$ cat config.mk
export PLATFORM = sky130hd
export DESIGN_NAME = vga_bar_graph
export DESIGN_NICKNAME = d
export VERILOG_FILES = /design/src/rtl/vga_bar_pkg.sv /design/src/rtl/vga_timing.sv /design/src/rtl/vga_bar_graph.sv
export SDC_FILE = /design/constraint.sdc
export NUM_CORES = 1
export LEC_CHECK = 0
export ABC_AREA = 1
export CAP_MARGIN = 20
export CORE_UTILIZATION = 32
export CTS_BUF_LIST = sky130_fd_sc_hd__clkbuf_8
export DETAILED_ROUTE_END_ITERATION = 8
export PLACE_DENSITY = 0.51
export SYNTH_ARGS = -nofsm -noshare
export SYNTH_HDL_FRONTEND = slang
export SYNTH_SLANG_ARGS = --single-unit
$ cat constraint.sdc
create_clock -name clk -period 2.2 [get_ports clk]
set_clock_uncertainty 0.15 [all_clocks]
set_input_delay 0.55 -clock clk [delete_from_list [all_inputs] [get_ports clk]]
set_output_delay 0.55 -clock clk [all_outputs]
set_load 0.02 [all_outputs]
$ cat src/rtl/vga_bar_pkg.sv
// Shared constants for the VGA bar/trace renderer.
// Holds the default 640x480 timing, the colour set, the channel-count limit
// and a helper that adds up the segments of a line or frame.
package vga_bar_pkg;

    // Default 640x480 timing, in pixels (horizontal) and lines (vertical).
    localparam int H_ACTIVE_D = 640;
    localparam int H_FP_D     = 16;
    localparam int H_SYNC_D   = 96;
    localparam int H_BP_D     = 48;
    localparam int V_ACTIVE_D = 480;
    localparam int V_FP_D     = 10;
    localparam int V_SYNC_D   = 2;
    localparam int V_BP_D     = 33;

    // The colour table below has room for this many channels.
    localparam int MAX_CH = 4;

    localparam logic [5:0] BG_COLOR   = 6'h3F;
    localparam logic [5:0] AXIS_COLOR = 6'h00;
    localparam logic [5:0] GRID_COLOR = 6'h2A;
    // Channel k colour lives at bits [k*6 +: 6].
    localparam logic [6*MAX_CH-1:0] CH_COLOR = {6'h03, 6'h0C, 6'h30, 6'h25};

    // Total length of a line (pixels) or a frame (lines).
    function automatic int total_len(input int active, input int fp,
                                     input int sync, input int bp);
        return active + fp + sync + bp;
    endfunction

endpackage

$ cat src/rtl/vga_timing.sv
// Raster counters and raw sync generation for the bar renderer.
// Ports:
//   clk, rst_n, pix_en  - clock, async active-low reset, pixel tick
//   hc, vc              - current pixel column / line (registered)
//   video_on            - current position lies in the visible area
//   hs_raw, vs_raw      - undelayed sync levels for the current position
//   frame_start         - high for the pix_en tick at column 0 of line V_ACTIVE
module vga_timing
    import vga_bar_pkg::*;
#(
    parameter int H_ACTIVE = H_ACTIVE_D,
    parameter int H_FP     = H_FP_D,
    parameter int H_SYNC   = H_SYNC_D,
    parameter int H_BP     = H_BP_D,
    parameter int V_ACTIVE = V_ACTIVE_D,
    parameter int V_FP     = V_FP_D,
    parameter int V_SYNC   = V_SYNC_D,
    parameter int V_BP     = V_BP_D,
    parameter bit SYNC_POL = 1'b0,
    parameter int HW       = 10,
    parameter int VW       = 10
) (
    input  logic          clk,
    input  logic          rst_n,
    input  logic          pix_en,
    output logic [HW-1:0] hc,
    output logic [VW-1:0] vc,
    output logic          video_on,
    output logic          hs_raw,
    output logic          vs_raw,
    output logic          frame_start
);

    localparam int H_T = total_len(H_ACTIVE, H_FP, H_SYNC, H_BP);
    localparam int V_T = total_len(V_ACTIVE, V_FP, V_SYNC, V_BP);

    int   hx;
    int   vy;
    logic h_last;
    logic v_last;

    always_comb begin
        hx       = int'(hc);
        vy       = int'(vc);
        h_last   = (hx == H_T - 1);
        v_last   = (vy == V_T - 1);
        video_on = (hx < H_ACTIVE) && (vy < V_ACTIVE);
        hs_raw   = (hx >= H_ACTIVE + H_FP && hx < H_ACTIVE + H_FP + H_SYNC) ? SYNC_POL : ~SYNC_POL;
        vs_raw   = (vy >= V_ACTIVE + V_FP && vy < V_ACTIVE + V_FP + V_SYNC) ? SYNC_POL : ~SYNC_POL;
    end

    // frame_start is set on the tick that moves the raster onto (0, V_ACTIVE),
    // so it is high exactly while the counters sit at that position.
    always_ff @(posedge clk or negedge rst_n) begin
        if (!rst_n) begin
            hc          <= '0;
            vc          <= '0;
            frame_start <= 1'b0;
        end else if (pix_en) begin
            frame_start <= h_last && (vy == V_ACTIVE - 1);
            if (h_last) begin
                hc <= '0;
                vc <= v_last ? '0 : vc + 1'b1;
            end else begin
                hc <= hc + 1'b1;
            end
        end
    end

endmodule

$ cat src/rtl/vga_bar_graph.sv
// N-channel VGA bar/trace renderer with built-in 640x480-style timing.
// A three-stage pipeline (address, sample, colour) keeps rgb, hsync and
// vsync aligned three pix_en ticks behind the raster counters.
// Ports:
//   clk, rst_n, pix_en  - clock, async active-low reset, pixel tick
//   mode                - 0 filled bars, 1 single-pixel trace (taken at frame start)
//   addr                - column address to the synchronous-read sample buffer
//   smp_data            - samples for addr, one pix_en tick later, channel k at k*DW
//   frame_start         - one-tick pulse at the start of vblank
//   hsync, vsync, rgb   - aligned VGA outputs
// Build option: define VGA_BAR_GRID_EN to draw a 32-pixel grid under the traces.
module vga_bar_graph
    import vga_bar_pkg::*;
#(
    parameter int H_ACTIVE = H_ACTIVE_D,
    parameter int H_FP     = H_FP_D,
    parameter int H_SYNC   = H_SYNC_D,
    parameter int H_BP     = H_BP_D,
    parameter int V_ACTIVE = V_ACTIVE_D,
    parameter int V_FP     = V_FP_D,
    parameter int V_SYNC   = V_SYNC_D,
    parameter int V_BP     = V_BP_D,
    parameter bit SYNC_POL = 1'b0,
    parameter int X0       = 64,
    parameter int PLOT_W   = 512,
    parameter int Y0       = 449,
    parameter int PLOT_H   = 384,
    parameter int DW       = 8,
    parameter int N_CH     = 2,
    parameter int SCALE_SH = 0,
    localparam int AW      = $clog2(PLOT_W)
) (
    input  logic             clk,
    input  logic             rst_n,
    input  logic             pix_en,
    input  logic             mode,
    output logic [AW-1:0]    addr,
    input  logic [N_CH*DW-1:0] smp_data,
    output logic             frame_start,
    output logic             hsync,
    output logic             vsync,
    output logic [5:0]       rgb
);

    localparam int HW     = $clog2(total_len(H_ACTIVE, H_FP, H_SYNC, H_BP));
    localparam int VW     = $clog2(total_len(V_ACTIVE, V_FP, V_SYNC, V_BP));
    localparam int NCH    = (N_CH > MAX_CH) ? MAX_CH : N_CH;
    localparam bit SYNC_OFF = ~SYNC_POL;

    logic [HW-1:0] hc, hc_s0, hc_s1;
    logic [VW-1:0] vc, vc_s0, vc_s1;
    logic          video_on, hs_raw, vs_raw;
    logic          von_s0, von_s1, hs_s0, hs_s1, vs_s0, vs_s1;
    logic          vld_s0, vld_s1;
    logic          mode_q;
    logic          in_plot;

    vga_timing #(
        .H_ACTIVE(H_ACTIVE), .H_FP(H_FP), .H_SYNC(H_SYNC), .H_BP(H_BP),
        .V_ACTIVE(V_ACTIVE), .V_FP(V_FP), .V_SYNC(V_SYNC), .V_BP(V_BP),
        .SYNC_POL(SYNC_POL), .HW(HW), .VW(VW)
    ) u_timing (
        .clk(clk), .rst_n(rst_n), .pix_en(pix_en),
        .hc(hc), .vc(vc), .video_on(video_on),
        .hs_raw(hs_raw), .vs_raw(vs_raw), .frame_start(frame_start)
    );

    always_comb begin
        in_plot = (int'(hc) >= X0) && (int'(hc) < X0 + PLOT_W);
    end

    // Stage 1 -> 2: scale and saturate each sample, then decide the colour.
    logic [DW-1:0]  smp_sh [NCH];
    int             hgt    [NCH];
    logic [NCH-1:0] hit;
    int             px, py;
    logic [5:0]     pix_color;
`ifdef VGA_BAR_GRID_EN
    int             dx, dy;
    logic           grid_on;
`endif

    always_comb begin
        px = int'(hc_s1);
        py = int'(vc_s1);
        for (int k = 0; k < NCH; k++) begin
            smp_sh[k] = smp_data[k*DW +: DW] >> SCALE_SH;
            hgt[k]    = (int'(smp_sh[k]) > PLOT_H) ? PLOT_H : int'(smp_sh[k]);
            // Trace mode lights only the top row of a non-empty bar.
            hit[k]    = mode_q ? ((py == Y0 - hgt[k]) && (hgt[k] != 0))
                               : (py >= Y0 - hgt[k]);
        end
`ifdef VGA_BAR_GRID_EN
        dx      = px - X0;
        dy      = Y0 - py;
        grid_on = (py >= Y0 - PLOT_H) &&
                  ((((dy & 31) == 0) && (dy != 0) && (dy <= PLOT_H)) ||
                   (((dx & 31) == 0) && (dx != 0)));
`endif
        pix_color = BG_COLOR;
        if (!von_s1) begin
            pix_color = 6'h00;
        end else if (py > Y0 || px < X0 - 1 || px >= X0 + PLOT_W) begin
            pix_color = BG_COLOR;
        end else if (py == Y0 || px == X0 - 1) begin
            pix_color = AXIS_COLOR;
        end else begin
            // Walk downwards so the lowest-numbered hitting channel wins.
            for (int k = NCH - 1; k >= 0; k--) begin
                if (hit[k]) pix_color = CH_COLOR[k*6 +: 6];
            end
`ifdef VGA_BAR_GRID_EN
            if (hit == '0 && grid_on) pix_color = GRID_COLOR;
`endif
        end
    end

    always_ff @(posedge clk or negedge rst_n) begin
        if (!rst_n) begin
            addr   <= '0;
            hc_s0  <= '0;
            vc_s0  <= '0;
            von_s0 <= 1'b0;
            hs_s0  <= SYNC_OFF;
            vs_s0  <= SYNC_OFF;
            vld_s0 <= 1'b0;
            hc_s1  <= '0;
            vc_s1  <= '0;
            von_s1 <= 1'b0;
            hs_s1  <= SYNC_OFF;
            vs_s1  <= SYNC_OFF;
            vld_s1 <= 1'b0;
            rgb    <= 6'h00;
            hsync  <= SYNC_OFF;
            vsync  <= SYNC_OFF;
            mode_q <= 1'b0;
        end else if (pix_en) begin
            // Stage 0: address the buffer and forward the raster position.
            addr   <= in_plot ? AW'(int'(hc) - X0) : '0;
            hc_s0  <= hc;
            vc_s0  <= vc;
            von_s0 <= video_on;
            hs_s0  <= hs_raw;
            vs_s0  <= vs_raw;
            vld_s0 <= 1'b1;
            // Stage 1: samples for hc_s1 arrive on smp_data during this stage.
            hc_s1  <= hc_s0;
            vc_s1  <= vc_s0;
            von_s1 <= von_s0;
            hs_s1  <= hs_s0;
            vs_s1  <= vs_s0;
            vld_s1 <= vld_s0;
            // Stage 2: outputs stay at reset levels until the pipe has filled.
            rgb    <= vld_s1 ? pix_color : 6'h00;
            hsync  <= vld_s1 ? hs_s1 : SYNC_OFF;
            vsync  <= vld_s1 ? vs_s1 : SYNC_OFF;
            // Mode only changes in vblank, so a frame is never drawn half and half.
            if (frame_start) mode_q <= mode;
        end
    end

endmodule

==> impl_metrics.json, run 1 <==
{
  "path_clk_slew_ps": 90,
  "maxSlewHeadroom": 0.679,
  "grt_pass1_vias": 3694,
  "hold_viol": 0,
  "required_ps": 2300,
  "antenna_found_initial": 0,
  "num_io_pins": 38,
  "rsz0062_at_grt": "true",
  "fmax_mhz": 471,
  "synth-seq-area-share": 0.468,
  "synth_fp_nets": 618,
  "synth_top_area_cell": "dfrtp_1",
  "crit_arrival_ps": 2220,
  "start_kind": "primary input",
  "place_ws_ps": -794,
  "start_util": 0.329,
  "ant_nets": 0,
  "critPathKind": "in -> reg",
  "fp.dieH_um": 121,
  "drt_iter0_markers": 267,
  "clock_path_buffers": 2,
  "antenna_cells": 0,
  "power.total_mw": 3.55,
  "clk_latency_ps": 350,
  "power.density_nw_per_um2": 616,
  "die_x_um": 121,
  "status": "complete, no violations",
  "grt_max_degree": 47,
  "firstDrtPassIters": 5,
  "place.gp.congestion": 0.840,
  "vias": 3758,
  "cts_tree": "yes",
  "worst_pin_slew_ps": 478,
  "die_area_um2": 14700,
  "synth_flop_cell": "dfrtp_1",
  "hold_class": "reg -> reg",
  "wl_per_cell_um": 12.3,
  "post-route-period-util": 0.964,
  "io_buffers": 37,
  "synth_edf_count": 0,
  "drc": 0,
  "core_area_um2": 13900,
  "syn-mean-instance-area_um2": 8.02,
  "synth_most_common_cell": "nand2_1",
  "layout_setup_ws_ps": 78.6,
  "irDropWorstVdd_mv": 0.316,
  "htreeDepth": 3,
  "yosys_warnings": 0,
  "dp_hpwl_mm": 7.51,
  "synth_cell_types": 35,
  "p_leak_nw": 2.85,
  "grt_pass1_wl_mm": 17.8,
  "endpoint_kind": "flop",
  "cts_buffers": 9,
  "grt_usage": 0.152,
  "netlist.area_leader.share": 0.433,
  "ys_seq_elements": 85,
  "grt_remaining_overflow": 0,
  "min_period_ps": 2120,
  "netlist_instances": 569,
  "layout-drive-gt1-share": 0.198,
  "yosys-top-cells-area": "dfrtp_1, nand2_1, ha_1",
  "cts_sinks": 85,
  "rows": 43,
  "viasPerCell": 4.53,
  "crit_path_max_fanout": 3,
  "root_buffer": "clkbuf_8",
  "syn2layout_area_growth_pct": 26.2,
  "fin_nets": 694,
  "max_cap_violations": 0,
  "setup_viol": 0,
  "r2r_slack_ps": 370,
  "syn_area_um2": 4560,
  "fin_util": 0.415,
  "drv_slew": 0,
  "async_reset_ff_frac": 1.00,
  "synth_common_cells": "nand2_1, dfrtp_1, inv_1",
  "routed_wl_mm": 10.2
}
## power breakdown
| group | leakage, nW | internal (mW) | switching [mW] | total [mW] |
|---|---|---|---|---|
| clock | 0.0902 | 0.416 | 0.582 | 0.998 |
| sequential | 1.00 | 1.74 | 0.139 | 1.87 |
| combinational | 1.76 | 0.282 | 0.393 | 0.676 |
## per-layer routing
layer	track usage	vias to the layer above	share of wire
met3	0.0216	7	0.025
met4	0.0517	0	0.010
li1	-	1967	-
met2	0.245	49	0.47
met1	0.209	1735	0.49
met5	0	-	0
## what timing repair did
action / 4_1_cts / 5_1_grt
setup endpoints to repair: 5 / 3
pin swaps: 34 / 40
gates resized for setup: 46 / 41
hold buffers: 1 / 0
endpoints found under the hold margin: 25 / 0
buffers inserted: 10 / 4
## registers in the layout, indices dropped and copies added, names as in the netlist, 4 cells and up
register and cells:
hc_s0 10, hc_s1 10, u_timing.hc 10, u_timing.vc 10
vc_s0 10, vc_s1 10, addr 9, rgb 4
## layout make-up
cell class                      instances  area [um2]
Timing Repair Buffer                   81         689
Clock inverter                          7        48.8
Clock buffer                            9         124
Sequential cell                        85        2130
Fill cell                            1412        8120
Inverter                               65         264
Tap cell                              180         225
Multi-Input combinational cell        403        2270
## cells by family after synthesis
group | synth area share
and+or+nand+nor | 0.263
xor gates and xnor gates | 0.0288
adders and majority gates | 0.0795
AOI/OAI and AO/OA | 0.0875
buffers and inverters | 0.0732
DFF | 0.468
## placed cells by master, fill, tap and decap left out, drive strengths merged, types with 5 or more instances in the layout
cell type	Yosys	layout
o21ai	52	52
clkbuf	8	13
buf	8	50
nand2	171	171
clkdlybuf4s50	0	19
a21oi	15	15
xor2	10	10
xnor2	5	5
nor2	65	65
inv	65	68
dfstp	6	6
nand4	9	9
dlygate4sd2	0	5
nor3	12	12
ha	29	29
dfrtp	79	79
nand3	20	20
## metrics by stage
| step | hold WS, ps | std cells | setup TNS, ps | area (um2) |
|---|---|---|---|---|
| 3_5_place_dp | 299 | 800 | -2270 | 5370 |
| 2_1_floorplan | 104 | 569 | -25.1 | 4640 |
| 5_1_grt | 337 | 830 | -35.6 | 5760 |
| 6_report | 323 | 830 | 0 | 5760 |
| 4_1_cts | 324 | 827 | -27.8 | 5700 |
| 3_3_place_gp | 302 | 800 | -2130 | 5370 |
## final timing paths
kind,from,endpoint,cells after the start
worst max register to register,vc_s1[6],rgb[2],10
min in group asynchronous,rst_n,hc_s1[3],2
worst min register to register,vld_s0,vld_s0,1
worst min-delay path,vld_s0,vld_s0,1
worst max-delay path,smp_data[5],rgb[3],13
max in group asynchronous,rst_n,hs_s1,3
## worst max-delay path, cell delays in order
cell	delay [ps]
dlygate4sd2_1	280
nor3_4	220
xor2_1	100
ha_1	310
nand2_2	70
nor2_4	120
nand3_2	110
nand2_1	70
nor2_1	40
nand2_1	110
nand3_2	100
nand3_2	80
nand2_1	50
Note: power is estimated with default switching activity, not from simulation.
==> run 2, diff against run 1 <==
--- a/config.mk
+++ b/config.mk
@@ -7,6 +7,8 @@
 export LEC_CHECK = 0
 export ABC_AREA = 1
 export CAP_MARGIN = 20
+export CORE_ASPECT_RATIO = 0.5
+export CORE_MARGIN = 2
 export CORE_UTILIZATION = 32
 export CTS_BUF_LIST = sky130_fd_sc_hd__clkbuf_8
 export DETAILED_ROUTE_END_ITERATION = 8
==> impl_metrics.json, run 2 (synthesized netlist as in run 1, its figures left out) <==
{
  "place_inst": 807,
  "irDropWorstVdd_mv": 0.312,
  "syn2layout_area_growth_pct": 26.8,
  "antenna_found_initial": 0,
  "grt_pass1_wl_mm": 17.8,
  "status": "complete, no violations",
  "ant_nets": 0,
  "routed_wl_mm": 10.4,
  "antenna_cells": 0,
  "worst-path-buf-inv": 3,
  "p_leak_nw": 2.85,
  "power.total_mw": 3.92,
  "drt_iter0_markers": 183,
  "root_buffer": "clkbuf_8",
  "die_area_um2": 15300,
  "rsz0062_at_grt": "true",
  "hold_class": "reg -> reg",
  "firstDrtPassIters": 4,
  "crit_family": "simple AND/OR/NAND/NOR gates",
  "crit_slowest_cell": "ha_1",
  "core_area_um2": 13700,
  "dpl_cell_area_um2": 5350,
  "critPathKind": "in -> reg",
  "grt_pass1_vias": 3739,
  "place.gp.congestion": 0.806,
  "layout_commonest_cell": "nand2_1",
  "post-route-period-util": 0.952,
  "htreeDepth": 3,
  "crit_path_max_fanout": 3,
  "drc": 0,
  "max_cap_violations": 0,
  "io_buffers": 37,
  "layout_setup_ws_ps": 106,
  "grt_usage": 0.146,
  "start_util": 0.332,
  "grt_max_degree": 45,
  "cts_sinks": 85,
  "power.density_nw_per_um2": 678,
  "crit_path_max_incr_delay_ps": 290,
  "grt_remaining_overflow": 0,
  "num_io_pins": 38,
  "wl_per_cell_um": 12.5,
  "layout_common_cells": "nand2_1, dfrtp_1, inv_1",
  "maxSlewHeadroom": 0.694,
  "start_kind": "primary input",
  "fin_nets": 684,
  "hold-worst-slack_ps": 324,
  "hold_viol": 0,
  "endpoint_kind": "flop",
  "clock_path_buffers": 2,
  "path_clk_slew_ps": 80,
  "path_cells": "clkbuf_4 -> inv_12 -> ha_4 -> nand2_4 -> o21ai_2 -> xor2_1 -> ha_1 -> nand2_1 -> nor2_2 -> nand3_2 -> buf_4 -> nand2_1 -> nor2_1 -> nor2_1 -> nand2_1 -> nand2_1 -> nand2_1",
  "crit_arrival_ps": 2210,
  "worst_pin_slew_ps": 456,
  "dp_hpwl_mm": 7.36,
  "n_fill_cell": 1415,
  "place_ws_ps": -823,
  "fmax_mhz": 478,
  "critPathMostFrequentCell": "nand2_1",
  "vias": 3691,
  "post-route-cell-area_um2": 5780,
  "min_period_ps": 2090,
  "required_ps": 2320,
  "drv_slew": 0,
  "fin_cells": 832,
  "layout-drive-gt1-share": 0.186,
  "setup_viol": 0,
  "cts_buffers": 9,
  "die_x_um": 173,
  "clk_latency_ps": 370,
  "rows": 30,
  "viasPerCell": 4.44,
  "fp.dieH_um": 88.4,
  "cts_tree": "yes"
}
==> run 2: cell types whose count changed in the layout (fill, tap and decap cells not counted), sizes merged <==
cell | previous run | this run
buf | 50 | 39
clkinv | 3 | 1
dlygate4sd2 | 5 | 4
bufinv | 0 | 3
inv | 68 | 65
clkbuf | 13 | 17
==> run 2: worst paths after layout <==
kind | start | endpoint | slack [ps] | cells after the start
worst max-delay path | smp_data[9] | rgb[2] | 110 | 17
worst min-delay path | hc_s0[2] | hc_s0[2] | 320 | 2
worst max register to register | u_timing.hc[7] | u_timing.vc[5] | 230 | 8
worst min register to register | hc_s0[2] | hc_s0[2] | 320 | 2
max in group asynchronous | rst_n | vs_s1 | 790 | 3
min in group asynchronous | rst_n | u_timing.hc[0] | 480 | 2
==> run 2: where the power goes <==
| part | leakage (nW) | internal, mW | switching [mW] | total [mW] |
|---|---|---|---|---|
| sequential | 1.00 | 1.74 | 0.142 | 1.88 |
| combinational | 1.72 | 0.267 | 0.381 | 0.648 |
| clock | 0.126 | 0.818 | 0.578 | 1.40 |
| total | 2.85 | 2.82 | 1.10 | 3.92 |
==> run 2: worst register-to-register path: stages (launching register included) <==
cell	delay, ps
dfrtp_1	430
inv_1	200
ha_1	200
nand3_1	70
nor2_1	130
nand3_2	210
nor3_2	240
nand2_1	90
xor2_1	150
==> run 2: area by class of cell <==
cell class	count	area, um2	share of cell area
repair buffers	71	622	0.108
clock buffers	11	151	0.0262
well taps	192	240	0.0415
flip-flops and latches	85	2130	0.369
multi-input cells	403	2270	0.392
inverters	65	264	0.0456
clock inverters	5	106	0.0184
==> run 2: through the flow <==
| step | setup TNS (ps) | utilization |
|---|---|---|
| 4_1_cts | -2.54 | 0.415 |
| 5_1_grt | -151 | 0.421 |
| 2_1_floorplan | -25.1 | - |
| 3_5_place_dp | -2330 | 0.389 |
| 3_3_place_gp | -2260 | 0.389 |
| 6_report | 0 | 0.421 |
==> run 2: repair_timing <==
action,4_1_cts,5_1_grt
gates resized for setup,46,41
setup endpoints to repair,5,3
pin swaps,23,39
buffers inserted,5,3
hold endpoints to repair,21,0
hold buffers,1,0
==> run 2: routing by layer <==
metal,wire (um),GRT usage,share of wire,vias to the layer above
li1,-,-,-,1949
met1,5330,0.189,0.51,1683
met2,4530,0.245,0.44,49
met3,384,0.0395,0.037,10
met4,156,0.0431,0.015,0
met5,0,0,0,-
==> run 3, diff against run 2 <==
==> constraint.sdc (replaced) <==
create_clock -name clk -period 2.49 [get_ports clk]
set_clock_uncertainty 0.15 [all_clocks]
set_input_delay 0.6225 -clock clk [delete_from_list [all_inputs] [get_ports clk]]
set_output_delay 0.6225 -clock clk [all_outputs]
set_load 0.02 [all_outputs]
==> impl_metrics.json, run 3 (synthesized netlist as in run 1, its figures left out) <==
{
  "cts_sinks": 85,
  "required_ps": 2590,
  "power.density_nw_per_um2": 569,
  "hold-worst-slack_ps": 51.6,
  "fin_nets": 676,
  "drv_slew": 0,
  "vias": 3717,
  "hold_class": "in -> async",
  "max_cap_violations": 0,
  "core_area_um2": 13700,
  "grt_max_degree": 38,
  "firstDrtPassIters": 4,
  "ant_nets": 0,
  "place.gp.congestion": 0.860,
  "wl_per_cell_um": 13.0,
  "layout-drive-gt1-share": 0.143,
  "start_util": 0.332,
  "path_cells": "dlygate4sd2_1 -> inv_2 -> buf_4 -> nand2_2 -> nor3_4 -> xnor2_1 -> ha_1 -> nand2_2 -> nor2_2 -> nand3_2 -> o21ai_1 -> nand2_1 -> nor2_1 -> nand2_1 -> nand2_1 -> nand2_1",
  "p_switching_uw": 926,
  "clk_latency_ps": 360,
  "antenna_cells": 0,
  "cts_buffers": 9,
  "crit_slowest_cell": "ha_1",
  "irDropWorstVdd_mv": 0.222,
  "post-route-cell-area_um2": 5610,
  "crit_path_max_incr_delay_ps": 320,
  "start_kind": "primary input",
  "critPathMostFrequentCell": "nand2_1",
  "p_leak_nw": 2.78,
  "combPwrFrac": 0.173,
  "root_buffer": "clkbuf_8",
  "crit_arrival_ps": 2470,
  "status": "complete, no violations",
  "post-route-period-util": 0.952,
  "grt_pass1_vias": 3594,
  "clock_power_share": 0.302,
  "dp_hpwl_mm": 7.97,
  "maxSlewHeadroom": 0.646,
  "endpoint_kind": "flop",
  "clock_path_buffers": 2,
  "path_clk_slew_ps": 80,
  "drc": 0,
  "die_area_um2": 15300,
  "layout_common_cells": "nand2_1, dfrtp_1, inv_1",
  "htreeDepth": 3,
  "setup_viol": 0,
  "crit_path_max_fanout": 4,
  "syn2layout_area_growth_pct": 22.9,
  "dpl_cell_area_um2": 5280,
  "grt_remaining_overflow": 0,
  "worst_pin_slew_ps": 526,
  "die_x_um": 173,
  "viasPerCell": 4.52,
  "min_period_ps": 2370,
  "place_ws_ps": -568,
  "cts_hold_buf": 0,
  "layout_commonest_cell": "nand2_1",
  "num_io_pins": 38,
  "io_buffers": 37,
  "seqPwrFrac": 0.525,
  "fp.dieH_um": 88.4,
  "antenna_found_initial": 0,
  "place_inst": 806,
  "grt_usage": 0.153,
  "cts_tree": "yes",
  "drt_iter0_markers": 162,
  "fin_cells": 823,
  "p_int_mw": 2.26,
  "routed_wl_mm": 10.7,
  "grt_pass1_wl_mm": 18.4,
  "hold_viol": 0,
  "rows": 30,
  "critPathKind": "in -> reg",
  "layout_setup_ws_ps": 119,
  "swShare": 0.290,
  "fmax_mhz": 422
}
run 3: area by class of cell:
| cell class | instances | area [um2] |
|---|---|---|
| repair buffers | 63 | 583 |
| clock inverters | 4 | 41.3 |
| fillers | 1434 | 8130 |
| well taps | 192 | 240 |
| clock buffers | 11 | 151 |
| multi-input cells | 403 | 2210 |
| flip-flops and latches | 85 | 2130 |
| inverters | 65 | 244 |
run 3: path summary, 6_finish.rpt:
path | startpoint | end | slack (ps) | cells past startpoint
setup reg to reg | u_timing.hc[6] | u_timing.vc[4] | 420 | 8
hold reg to reg | vld_s1 | vsync | 320 | 1
setup / recovery | smp_data[9] | rgb[2] | 120 | 16
min in group clk | vld_s1 | vsync | 320 | 1
max in group asynchronous | rst_n | hsync | 1560 | 2
hold / removal | rst_n | u_timing.hc[1] | 50 | 1
run 3: critical path, delay by kind of cell:
| kind | cells | cell delay, ps |
|---|---|---|
| adder cells (fa/ha/maj) | 1 | 320 |
| AND/OR/NAND/NOR | 10 | 870 |
| AO/OA/AOI/OAI | 1 | 140 |
| buffers and inverters | 3 | 420 |
| XOR/XNOR | 1 | 110 |
run 3: power by group through the flow:
stage          Sequential [mW]  Clock (mW)  Combinational (mW)
2_1_floorplan             1.65           0               0.351
3_3_place_gp              1.70           0               0.535
3_5_place_dp              1.70           0               0.542
4_1_cts                   1.68        1.01               0.555
5_1_grt                   1.70        1.07               0.660
6_report                  1.67       0.963               0.552
run 3: what timing repair did:
action / 4_1_cts / 5_1_grt
pin swaps: 28 / 17
endpoints found under the setup margin: 3 / 3
buffers inserted: 2 / 0
resized for setup: 31 / 18
run 3: layer usage:
layer  global-route usage  vias up  part of all wire
met2                0.243       38              0.45
met4               0.0324        0            0.0038
met5                    0        -                 0
met1                0.211     1743              0.52
li1                     -     1934                 -
met3               0.0412        2             0.026
run 3: metrics by stage:
| stage | total power [mW] | setup TNS, ps | utilization |
|---|---|---|---|
| 2_1_floorplan | 2.00 | 0 | - |
| 3_3_place_gp | 2.23 | -1530 | 0.384 |
| 3_5_place_dp | 2.24 | -1650 | 0.384 |
| 4_1_cts | 3.24 | 0 | 0.404 |
| 5_1_grt | 3.42 | -4.03 | 0.408 |
| 6_report | 3.19 | 0 | 0.408 |
